`src/rtl/spi_master_gen.sv`:
```
// spi_master_gen : single-frame SPI master, all four SPI modes, registered outputs.
//
// Parameters
//   DATA_W  : bits per frame (4..32), shifted MSB first
//   NUM_SS  : number of slave selects (1..8)
//   CLK_DIV : clk cycles per SCLK half-period (>= 2)
//
// Ports
//   clk, rst_n    : system clock (rising edge), asynchronous active-low reset
//   start_bit     : transfer request, taken only in IDLE with an in-range ss_sel
//   data_sent     : frame to transmit, latched on accept
//   MODE          : {CPOL, CPHA}, latched on accept
//   ss_sel        : slave index, latched on accept
//   miso          : serial data from the slave
//   sclk, mosi    : serial clock and data to the slave
//   ss_n          : active-low selects, one-hot-low while a frame is in flight
//   busy          : high from the cycle after accept until the return to IDLE
//   done          : one-cycle pulse when a frame completes
//   data_received : last completed received frame
//
// Build option
//   SPI_LOOPBACK_EN : when defined the receiver samples the internal mosi
//                     instead of miso, so data_received echoes the sent frame.
//
// Frame timeline (accept in cycle T):
//   LEAD  T+1 .. CLK_DIV cycles, sclk parked at CPOL, select asserted
//   XFER  2*DATA_W sclk edges, one every CLK_DIV cycles
//   TRAIL CLK_DIV cycles, sclk back at CPOL, select still asserted
//   DONE  one cycle at T+1+(2*DATA_W+2)*CLK_DIV, select released, done=1

module spi_master_gen #(
  parameter  int DATA_W  = 8,
  parameter  int NUM_SS  = 2,
  parameter  int CLK_DIV = 4,
  localparam int SS_W    = (NUM_SS > 1) ? $clog2(NUM_SS) : 1
) (
  input  logic              clk,
  input  logic              rst_n,
  input  logic              start_bit,
  input  logic [DATA_W-1:0] data_sent,
  input  logic [1:0]        MODE,
  input  logic [SS_W-1:0]   ss_sel,
  input  logic              miso,
  output logic              sclk,
  output logic              mosi,
  output logic [NUM_SS-1:0] ss_n,
  output logic              busy,
  output logic              done,
  output logic [DATA_W-1:0] data_received
);

  localparam int DIV_W  = $clog2(CLK_DIV);
  localparam int EDGE_W = $clog2(2 * DATA_W + 1);

  localparam logic [DIV_W-1:0]  DIV_LAST  = DIV_W'(CLK_DIV - 1);
  localparam logic [EDGE_W-1:0] EDGE_LAST = EDGE_W'(2 * DATA_W - 1);
  localparam logic [NUM_SS-1:0] SS_ONE    = NUM_SS'(1);

  typedef enum logic [2:0] {
    S_IDLE,
    S_LEAD,
    S_XFER,
    S_TRAIL,
    S_DONE
  } state_t;

  state_t state_q, state_d;

  logic [DIV_W-1:0]  div_cnt;
  logic [EDGE_W-1:0] edge_cnt;
  logic              cpol_q, cpha_q;
  logic [DATA_W-1:0] tx_sr, rx_sr;
  logic              sclk_r, mosi_r, busy_r, done_r;
  logic [NUM_SS-1:0] ss_n_r;
  logic [DATA_W-1:0] rx_data_r;

  logic sel_ok, accept, div_end, xfer_edge, lead_edge, last_edge;
  logic shift_en, sample_en, rx_in;

`ifdef SPI_LOOPBACK_EN
  // Loop the transmitter back into the receiver; the miso pin is ignored.
  logic unused_miso;
  assign unused_miso = miso;
  assign rx_in       = mosi_r;
`else
  assign rx_in       = miso;
`endif

  // Out-of-range selects are refused outright rather than aliased.
  assign sel_ok    = (32'(ss_sel) < 32'(NUM_SS));
  assign accept    = (state_q == S_IDLE) && start_bit && sel_ok;
  assign div_end   = (div_cnt == DIV_LAST);
  assign xfer_edge = (state_q == S_XFER) && div_end;

  // edge_cnt holds the number of edges already produced, so the edge being
  // generated now is edge_cnt+1: even count -> odd (leading) edge.
  assign lead_edge = ~edge_cnt[0];
  assign last_edge = (edge_cnt == EDGE_LAST);

  // CPHA=0: data launched on trailing edges (MSB already out at LEAD entry),
  //         captured on leading edges; no launch after the final edge.
  // CPHA=1: data launched on leading edges, captured on trailing edges.
  assign shift_en  = xfer_edge && (cpha_q ? lead_edge : (!lead_edge && !last_edge));
  assign sample_en = xfer_edge && (cpha_q ? !lead_edge : lead_edge);

  // ---------------------------------------------------------------- FSM
  always_ff @(posedge clk or negedge rst_n) begin
    if (!rst_n) state_q <= S_IDLE;
    else        state_q <= state_d;
  end

  always_comb begin
    state_d = state_q;
    case (state_q)
      S_IDLE:  if (accept) state_d = S_LEAD;
      S_LEAD:  if (div_end) state_d = S_XFER;
      S_XFER:  if (div_end && last_edge) state_d = S_TRAIL;
      S_TRAIL: if (div_end) state_d = S_DONE;
      S_DONE:  state_d = S_IDLE;
      default: state_d = S_IDLE;
    endcase
  end

  // ----------------------------------------------------------- counters
  // div_cnt paces every timed phase; it sits at zero outside them so each
  // phase starts with a full CLK_DIV-cycle interval.
  always_ff @(posedge clk or negedge rst_n) begin
    if (!rst_n) begin
      div_cnt  <= '0;
      edge_cnt <= '0;
    end else begin
      if (state_q == S_LEAD || state_q == S_XFER || state_q == S_TRAIL)
        div_cnt <= div_end ? '0 : div_cnt + 1'b1;
      else
        div_cnt <= '0;

      if (state_q != S_XFER)
        edge_cnt <= '0;
      else if (div_end)
        edge_cnt <= edge_cnt + 1'b1;
    end
  end

  // ----------------------------------------------------------- datapath
  always_ff @(posedge clk or negedge rst_n) begin
    if (!rst_n) begin
      cpol_q    <= 1'b0;
      cpha_q    <= 1'b0;
      tx_sr     <= '0;
      rx_sr     <= '0;
      sclk_r    <= 1'b0;
      mosi_r    <= 1'b0;
      ss_n_r    <= '1;
      busy_r    <= 1'b0;
      done_r    <= 1'b0;
      rx_data_r <= '0;
    end else begin
      done_r <= 1'b0;
      busy_r <= (state_d != S_IDLE);

      case (state_q)
        S_IDLE: begin
          // Idle sclk tracks the requested polarity so the line is already
          // parked correctly when a frame starts.
          sclk_r <= MODE[1];
          mosi_r <= 1'b0;
          ss_n_r <= '1;
          if (accept) begin
            cpol_q <= MODE[1];
            cpha_q <= MODE[0];
            ss_n_r <= ~(SS_ONE << ss_sel);
            rx_sr  <= '0;
            if (MODE[0]) begin
              mosi_r <= 1'b0;
              tx_sr  <= data_sent;
            end else begin
              mosi_r <= data_sent[DATA_W-1];
              tx_sr  <= {data_sent[DATA_W-2:0], 1'b0};
            end
          end
        end

        S_LEAD: begin
          sclk_r <= cpol_q;
        end

        S_XFER: begin
          if (xfer_edge) sclk_r <= ~sclk_r;
          if (shift_en) begin
            mosi_r <= tx_sr[DATA_W-1];
            tx_sr  <= {tx_sr[DATA_W-2:0], 1'b0};
          end
          if (sample_en) rx_sr <= {rx_sr[DATA_W-2:0], rx_in};
        end

        S_TRAIL: begin
          sclk_r <= cpol_q;
          if (div_end) begin
            // Entering DONE: release the slave and publish the frame.
            ss_n_r    <= '1;
            mosi_r    <= 1'b0;
            done_r    <= 1'b1;
            rx_data_r <= rx_sr;
          end
        end

        S_DONE: begin
          ss_n_r <= '1;
          mosi_r <= 1'b0;
        end

        default: begin
          ss_n_r <= '1;
          mosi_r <= 1'b0;
        end
      endcase
    end
  end

  assign sclk          = sclk_r;
  assign mosi          = mosi_r;
  assign ss_n          = ss_n_r;
  assign busy          = busy_r;
  assign done          = done_r;
  assign data_received = rx_data_r;

endmodule
```
`config.mk`:
```
export PLATFORM = sky130hd
export DESIGN_NAME = spi_master_gen
export DESIGN_NICKNAME = d
export VERILOG_FILES = /design/src/rtl/spi_master_gen.sv
export SDC_FILE = /design/constraint.sdc
export NUM_CORES = 1
export LEC_CHECK = 0
export ABC_AREA = 1
export CAP_MARGIN = 20
export CORE_MARGIN = 1
export CORE_UTILIZATION = 54
export CTS_CLUSTER_SIZE = 24
export DETAILED_ROUTE_END_ITERATION = 7
export GPL_TIMING_DRIVEN = 0
export PLACE_DENSITY = 0.79
export SLEW_MARGIN = 15
export SYNTH_ARGS = -nofsm -noshare
export SYNTH_HDL_FRONTEND = slang
export SYNTH_SLANG_ARGS = --single-unit
export TNS_END_PERCENT = 10
```
`constraint.sdc`:
```
create_clock -name clk -period 2.2 [get_ports clk]
set_input_delay 0.44 -clock clk [delete_from_list [all_inputs] [get_ports clk]]
set_output_delay 0.44 -clock clk [all_outputs]
set_load 0.02 [all_outputs]
```
==> results_dict.tcl, run 1 <==
set metrics [dict create \
    worst_setup_path_start_kind "flip-flop" \
    clkTransAtPathRegs_ns 0.08 \
    p_comb_share_pct 4.8 \
    top_level_ports 29 \
    endpoint_kind "primary output" \
    min_period_ns 1.87 \
    status "completed" \
    rows 22 \
    ys_warn_count 0 \
    yosysTopAreaCell "dfrtp_1" \
    met3_usage_pct 5.89 \
    required_ns 1.76 \
    syn_inst 266 \
    use_met2_pct 33.7 \
    cp_max_fo 2 \
    syn_area_per_cell_um2 7.87 \
    critPathMaxStageDelay_ns 0.60 \
    numPortBuffers 27 \
    cp_top_family "buffers and inverters" \
    drc 0 \
    drtAntennaViolNets 0 \
    fp.dieH_um 64.3 \
    power.switching_mw 0.311 \
    placed_area_mm2 0.00244 \
    regArea_mm2 0.00105 \
    powerDensity_mw_per_mm2 573 \
    stdcell_count 350 \
    gr-total-overflow 0 \
    nNetsFinal 319 \
    clk-insertion-delay-late_ns 0.30 \
    cts_buffer_depth 2 \
    grt_pass1_vias 1528 \
    clockPowerShare_pct 41.9 \
    fp.dieW_um 64.3 \
    relSlewSlack_pct 78.1 \
    hold_viol 0 \
    antenna_found_initial 0 \
    path_cells "clkdlybuf4s50_1" \
    p_int_mw 1.15 \
    maxSlewViolCount 0 \
    grt_usage_pct 22.3 \
    max-vdd-ir-drop_uv 357 \
    start_util_pct 56.8 \
    grt_setup_unrepaired "no" \
    use_met1_pct 30.6 \
    worst_pin_slew_ns 0.326 \
    synth-seq-area-share_pct 50.3 \
    hp-class "in2async" \
    dpl.hpwl_um 2880 \
    critPathBufInv 1 \
    dpl.cell_count 342 \
    cap_viol_max_count 0 \
    firstDrtPassIters 4 \
    ys_types 28 \
    cp.arrival_ns 1.43 \
    post_cts_buffers 0 \
    wl_per_cell_um 11.3 \
    place_congestion 0.860 \
    cp-startpoint "ss_n[0]" \
    busiest_layer "met2" \
    cts_sinks 42 \
    fmax_ghz 0.536 \
    ys_seq_elements 42 \
    p_leak_nw 1.35 \
    final_cell_area_mm2 0.00255 \
    htreeDepth 2 \
    drt_wl_total_um 3940 \
    multiInputGateArea_um2 865 \
    skew_ns 0.00696 \
    cts_root_buffer "clkbuf_8" \
    postCtsHoldBufs 0 \
    power_frac_seq_pct 53.3 \
    die_area_mm2 0.00413 \
    cp_slowest_cell "clkdlybuf4s50_1" \
    final_common_cell "nand2_1" \
    final-setup-viol-count 0 \
    drt_iter0_markers 117 \
    switching_share_pct 21.3 \
    numCtsBuffers 5 \
    core_mm2 0.00369 \
    vias 1752 \
    worstSetupPathType "reg2out" \
    syn_nets 284 \
    cts_tree "built" \
    regToRegStartpoint "edge_cnt[0]" \
    cts_resized 0 \
    most-common-layout-cells "nand2_1 (98), dfrtp_1 (40), inv_1 (29)" \
    fillCellCount 340 \
    diodes 0 \
    min_period_over_period_pct 84.9 \
    ys_top_cells_by_area "dfrtp_1 (48%), nand2_1 (18%), nand3_1 (6.0%)" \
    synth_top_area_share_pct 47.8 \
    syn_area_mm2 0.00209 \
    syn_to_final_growth_pct 21.9 \
    grt_max_degree 34 \
    via_per_inst 5.01 \
    layout-drive-gt1-share_pct 10.9 \
    grt_pass1_wl_um 6930 \
]
stage by stage:
stage / power [mW] / worst slack, ns / setup TNS (ns) / hold slack, ns / util (%)
6_report: 1.46 / 0.333 / 0 / 0.0132 / 69.2
5_1_grt: 1.53 / 0.267 / 0 / 0.0196 / 69.2
4_1_cts: 1.48 / 0.323 / 0 / 0.0141 / 69.2
3_5_place_dp: 0.867 / 0.440 / 0 / 0.329 / 66.1
3_3_place_gp: 0.863 / -0.422 / -16.82 / 0.427 / 65.7
2_1_floorplan: 0.819 / 0.650 / 0 / 0.144 / -
cell type report:
type                       count  area share [%]
inverter                      32            4.71
sequential                    42            41.3
timing repair buffer          28            11.2
clock inverter                 3            1.72
clock buffer                   5            2.70
tap                           48            2.35
buffer                         9            2.16
multi-input combinational    183            33.9
power by group through the flow:
stage	registers, mW	logic (mW)	clock network (mW)
after floorplan	0.795	0.0243	0
after global placement	0.795	0.0684	0
after detailed placement	0.795	0.0720	0
after CTS	0.780	0.0725	0.623
after global routing	0.780	0.0817	0.663
final	0.780	0.0709	0.612
logic make-up after synthesis:
kind of cell / synth area share [%]
DFF: 50.3
AOI/OAI and AO/OA: 6.93
buffers and inverters: 8.37
adders and majority gates: 1.79
and+or+nand+nor: 32.2
xor gates and xnor gates: 0.418
Yosys cell counts:
library cell	number
nand2_1	98
dfrtp_1	40
inv_1	29
nand3_1	25
nor2_1	15
o21ai_0	9
o21a_1	7
buf_2	5
nor3_1	4
a21oi_1	3
ha_1	3
inv_2	3
nand3_2	3
or2_2	3
buf_4	2
dfstp_2	2
nand2_2	2
nand4_1	2
nor2_4	2
a21boi_1	1
a31oi_1	1
buf_6	1
clkbuf_1	1
nand3b_1	1
o211ai_1	1
o21ai_1	1
o22ai_1	1
xnor2_1	1
flip-flops by register name (all words and copies together) (netlist names):
signal / flops
rx_sr: 8
state_q: 3
cpol_q: 1
div_cnt: 2
done: 1
mosi: 1
cpha_q: 1
busy: 1
sclk: 1
tx_sr: 8
data_received: 8
edge_cnt: 5
ss_n: 2
metal layers:
metal | share of wire (%) | vias up
met2 | 47 | 53
met1 | 47 | 789
met3 | 5.0 | 4
met4 | 1.1 | 0
met5 | 0 | -
li1 | - | 906
path summary, 6_finish.rpt:
| check | depth (start not counted) | slack (ns) | endpoint |
|---|---|---|---|
| worst max-delay path | 1 | 0.33 | ss_n[0] |
| worst min-delay path | 1 | 0.01 | busy |
| worst max register to register | 11 | 0.42 | mosi |
| worst min register to register | 1 | 0.44 | div_cnt[0] |
| max in group asynchronous | 2 | 1.67 | ss_n[1] |
| min in group clk | 1 | 0.44 | div_cnt[0] |
Power figures use the tool's default switching activity.
==> run 2: changes to the inputs <==
--- a/config.mk
+++ b/config.mk
@@ -8,11 +8,11 @@
 export ABC_AREA = 1
 export CAP_MARGIN = 20
 export CORE_MARGIN = 1
-export CORE_UTILIZATION = 54
+export CORE_UTILIZATION = 49
 export CTS_CLUSTER_SIZE = 24
 export DETAILED_ROUTE_END_ITERATION = 7
 export GPL_TIMING_DRIVEN = 0
-export PLACE_DENSITY = 0.79
+export PLACE_DENSITY = 0.76
 export SLEW_MARGIN = 15
 export SYNTH_ARGS = -nofsm -noshare
 export SYNTH_HDL_FRONTEND = slang
==> constraint.sdc (replaced) <==
create_clock -name clk -period 1.6 [get_ports clk]
set_input_delay 0.32 -clock clk [delete_from_list [all_inputs] [get_ports clk]]
set_output_delay 0.32 -clock clk [all_outputs]
set_load 0.02 [all_outputs]
==> results_dict.tcl, run 2 (synthesized netlist as in run 1, its figures left out) <==
set metrics [dict create \
    grt_max_degree 32 \
    cp_max_fo 5 \
    core_mm2 0.00406 \
    layout-drive-gt1-share_pct 14.1 \
    fin_util_pct 64.6 \
    maxSlewViolCount 0 \
    worstSetupPathType "reg2reg" \
    top_level_ports 29 \
    cts_tree "built" \
    clkTransAtPathRegs_ns 0.08 \
    min_period_ns 1.62 \
    via_per_inst 5.07 \
    worst_setup_path_start_kind "flip-flop" \
    final-setup-viol-count 1 \
    antenna_found_initial 0 \
    drc 0 \
    drt_wl_total_um 4340 \
    wl_per_cell_um 12.2 \
    required_ns 1.79 \
    failed_checks "negative setup slack" \
    setup_slack_ns -0.0244 \
    fillCellCount 337 \
    clk-insertion-delay-late_ns 0.30 \
    drt_iter0_markers 150 \
    firstDrtPassIters 4 \
    die_area_mm2 0.00454 \
    dpl.hpwl_um 3010 \
    rows 23 \
    cp.arrival_ns 1.81 \
    nNetsFinal 323 \
    hold_viol 0 \
    endpoint_kind "flip-flop" \
    diodes 0 \
    powerDensity_mw_per_mm2 721 \
    relSlewSlack_pct 77.7 \
    grt_pass1_vias 1684 \
    max-vdd-ir-drop_uv 397 \
    htreeDepth 2 \
    cap_viol_max_count 0 \
    busiest_layer "met2" \
    status "finished with violations" \
    fmax_ghz 0.616 \
    p_leak_nw 1.51 \
    grt_pass1_wl_um 7250 \
    drtAntennaViolNets 0 \
    cts_root_buffer "clkbuf_8" \
    most-common-layout-cells "nand2_1 (96), dfrtp_1 (40), inv_1 (28)" \
    grt_setup_unrepaired "yes" \
    min_period_over_period_pct 102 \
    dpl.cell_count 344 \
    gr-total-overflow 0 \
    final_common_cell "nand2_1" \
    numPortBuffers 27 \
    numCtsBuffers 5 \
    syn_to_final_growth_pct 25.2 \
    worst_pin_slew_ns 0.331 \
    cts_buffer_depth 2 \
    vias 1804 \
    hp-class "in2async" \
    skew_ns 0.0109 \
    fp.dieW_um 67.4 \
    cts_sinks 42 \
    start_util_pct 51.6 \
    fp.dieH_um 67.4 \
    grt_usage_pct 21.7 \
    stdcell_count 356 \
    place_congestion 0.833 \
    met3_usage_pct 5.41 \
    use_met2_pct 35.5 \
    use_met1_pct 26.4 \
]
## run 2: cell types whose count changed in the layout (fill, tap and decap cells not counted), sizes merged
cell	delta
clkdlybuf4s50	-12
dlymetal6s2s	+8
dlygate4sd2	+4
buf	+3
bufinv	-1
clkbuf	+1
clkinvlp	+1
dlygate4sd3	+1
inv	-1
## run 2: layer usage
metal  vias up  share of wire, %  wire [um]
met2        52                47       2050
met4         0               2.2         94
met1       834                46       1990
met5         -                 0          0
met3         9               4.7        205
li1        909                 -          -
## run 2: cell type report
| cell class | count | area (um^2) | area share, % |
|---|---|---|---|
| Tap cell | 50 | 62.6 | 2.39 |
| Sequential cell | 42 | 1050 | 40.2 |
| Multi-Input combinational cell | 183 | 892 | 34.0 |
| Inverter | 32 | 120 | 4.58 |
| Timing Repair Buffer | 32 | 337 | 12.8 |
| Buffer | 9 | 61.3 | 2.34 |
| Clock buffer | 6 | 82.6 | 3.15 |
| Clock inverter | 2 | 12.5 | 0.477 |
## run 2: repair_timing
| action | CTS | global route |
|---|---|---|
| setup buffers | 0 | 2 |
| endpoints found under the setup margin | 13 | 26 |
| gates resized for setup | 4 | 22 |
| hold endpoints to repair | 9 | 0 |
| hold buffers | 1 | 0 |
| pin swaps | 0 | 6 |
| cloned | 0 | 1 |
## run 2: stage by stage
stage | power, mW | setup WS (ns) | hold WS [ns] | area, um^2 | TNS (ns)
final | 1.89 | -0.0244 | 0.437 | 2620 | -0.0244
after global routing | 1.96 | -0.0904 | 0.475 | 2620 | -0.587
after CTS | 1.90 | -0.143 | 0.446 | 2540 | -0.925
after detailed placement | 1.19 | -0.116 | 0.235 | 2440 | -0.747
after global placement | 1.19 | -0.896 | 0.430 | 2430 | -37.62
after floorplan | 1.13 | 0.0503 | 0.0244 | 2090 | 0
## run 2: power by group
group          switching (mW)  total (mW)  internal (mW)
clock                   0.373       0.720          0.347
sequential            0.00385        1.07           1.07
combinational          0.0494      0.0983         0.0489
## run 2: worst paths after layout
kind | from | end | slack (ns) | depth (start not counted)
worst max-delay path | edge_cnt[0] | mosi | -0.02 | 11
worst min-delay path | rst_n | edge_cnt[3] | 0.44 | 2
worst max register to register | edge_cnt[0] | mosi | -0.02 | 11
worst min register to register | div_cnt[0] | div_cnt[0] | 0.45 | 1
max in group asynchronous | rst_n | data_received[2] | 0.70 | 3
min in group clk | div_cnt[0] | div_cnt[0] | 0.45 | 1
## run 2: worst max-delay path, stage by stage, from the launching register on
cell and delay, ns:
dfrtp_1 0.39, ha_2 0.20, inv_2 0.04, nor3_2 0.10, ha_2 0.20, nand3b_1 0.10
nand2_1 0.06, nand2_2 0.12, buf_6 0.14, nand2_1 0.05, nand2_1 0.06, nand2_1 0.05
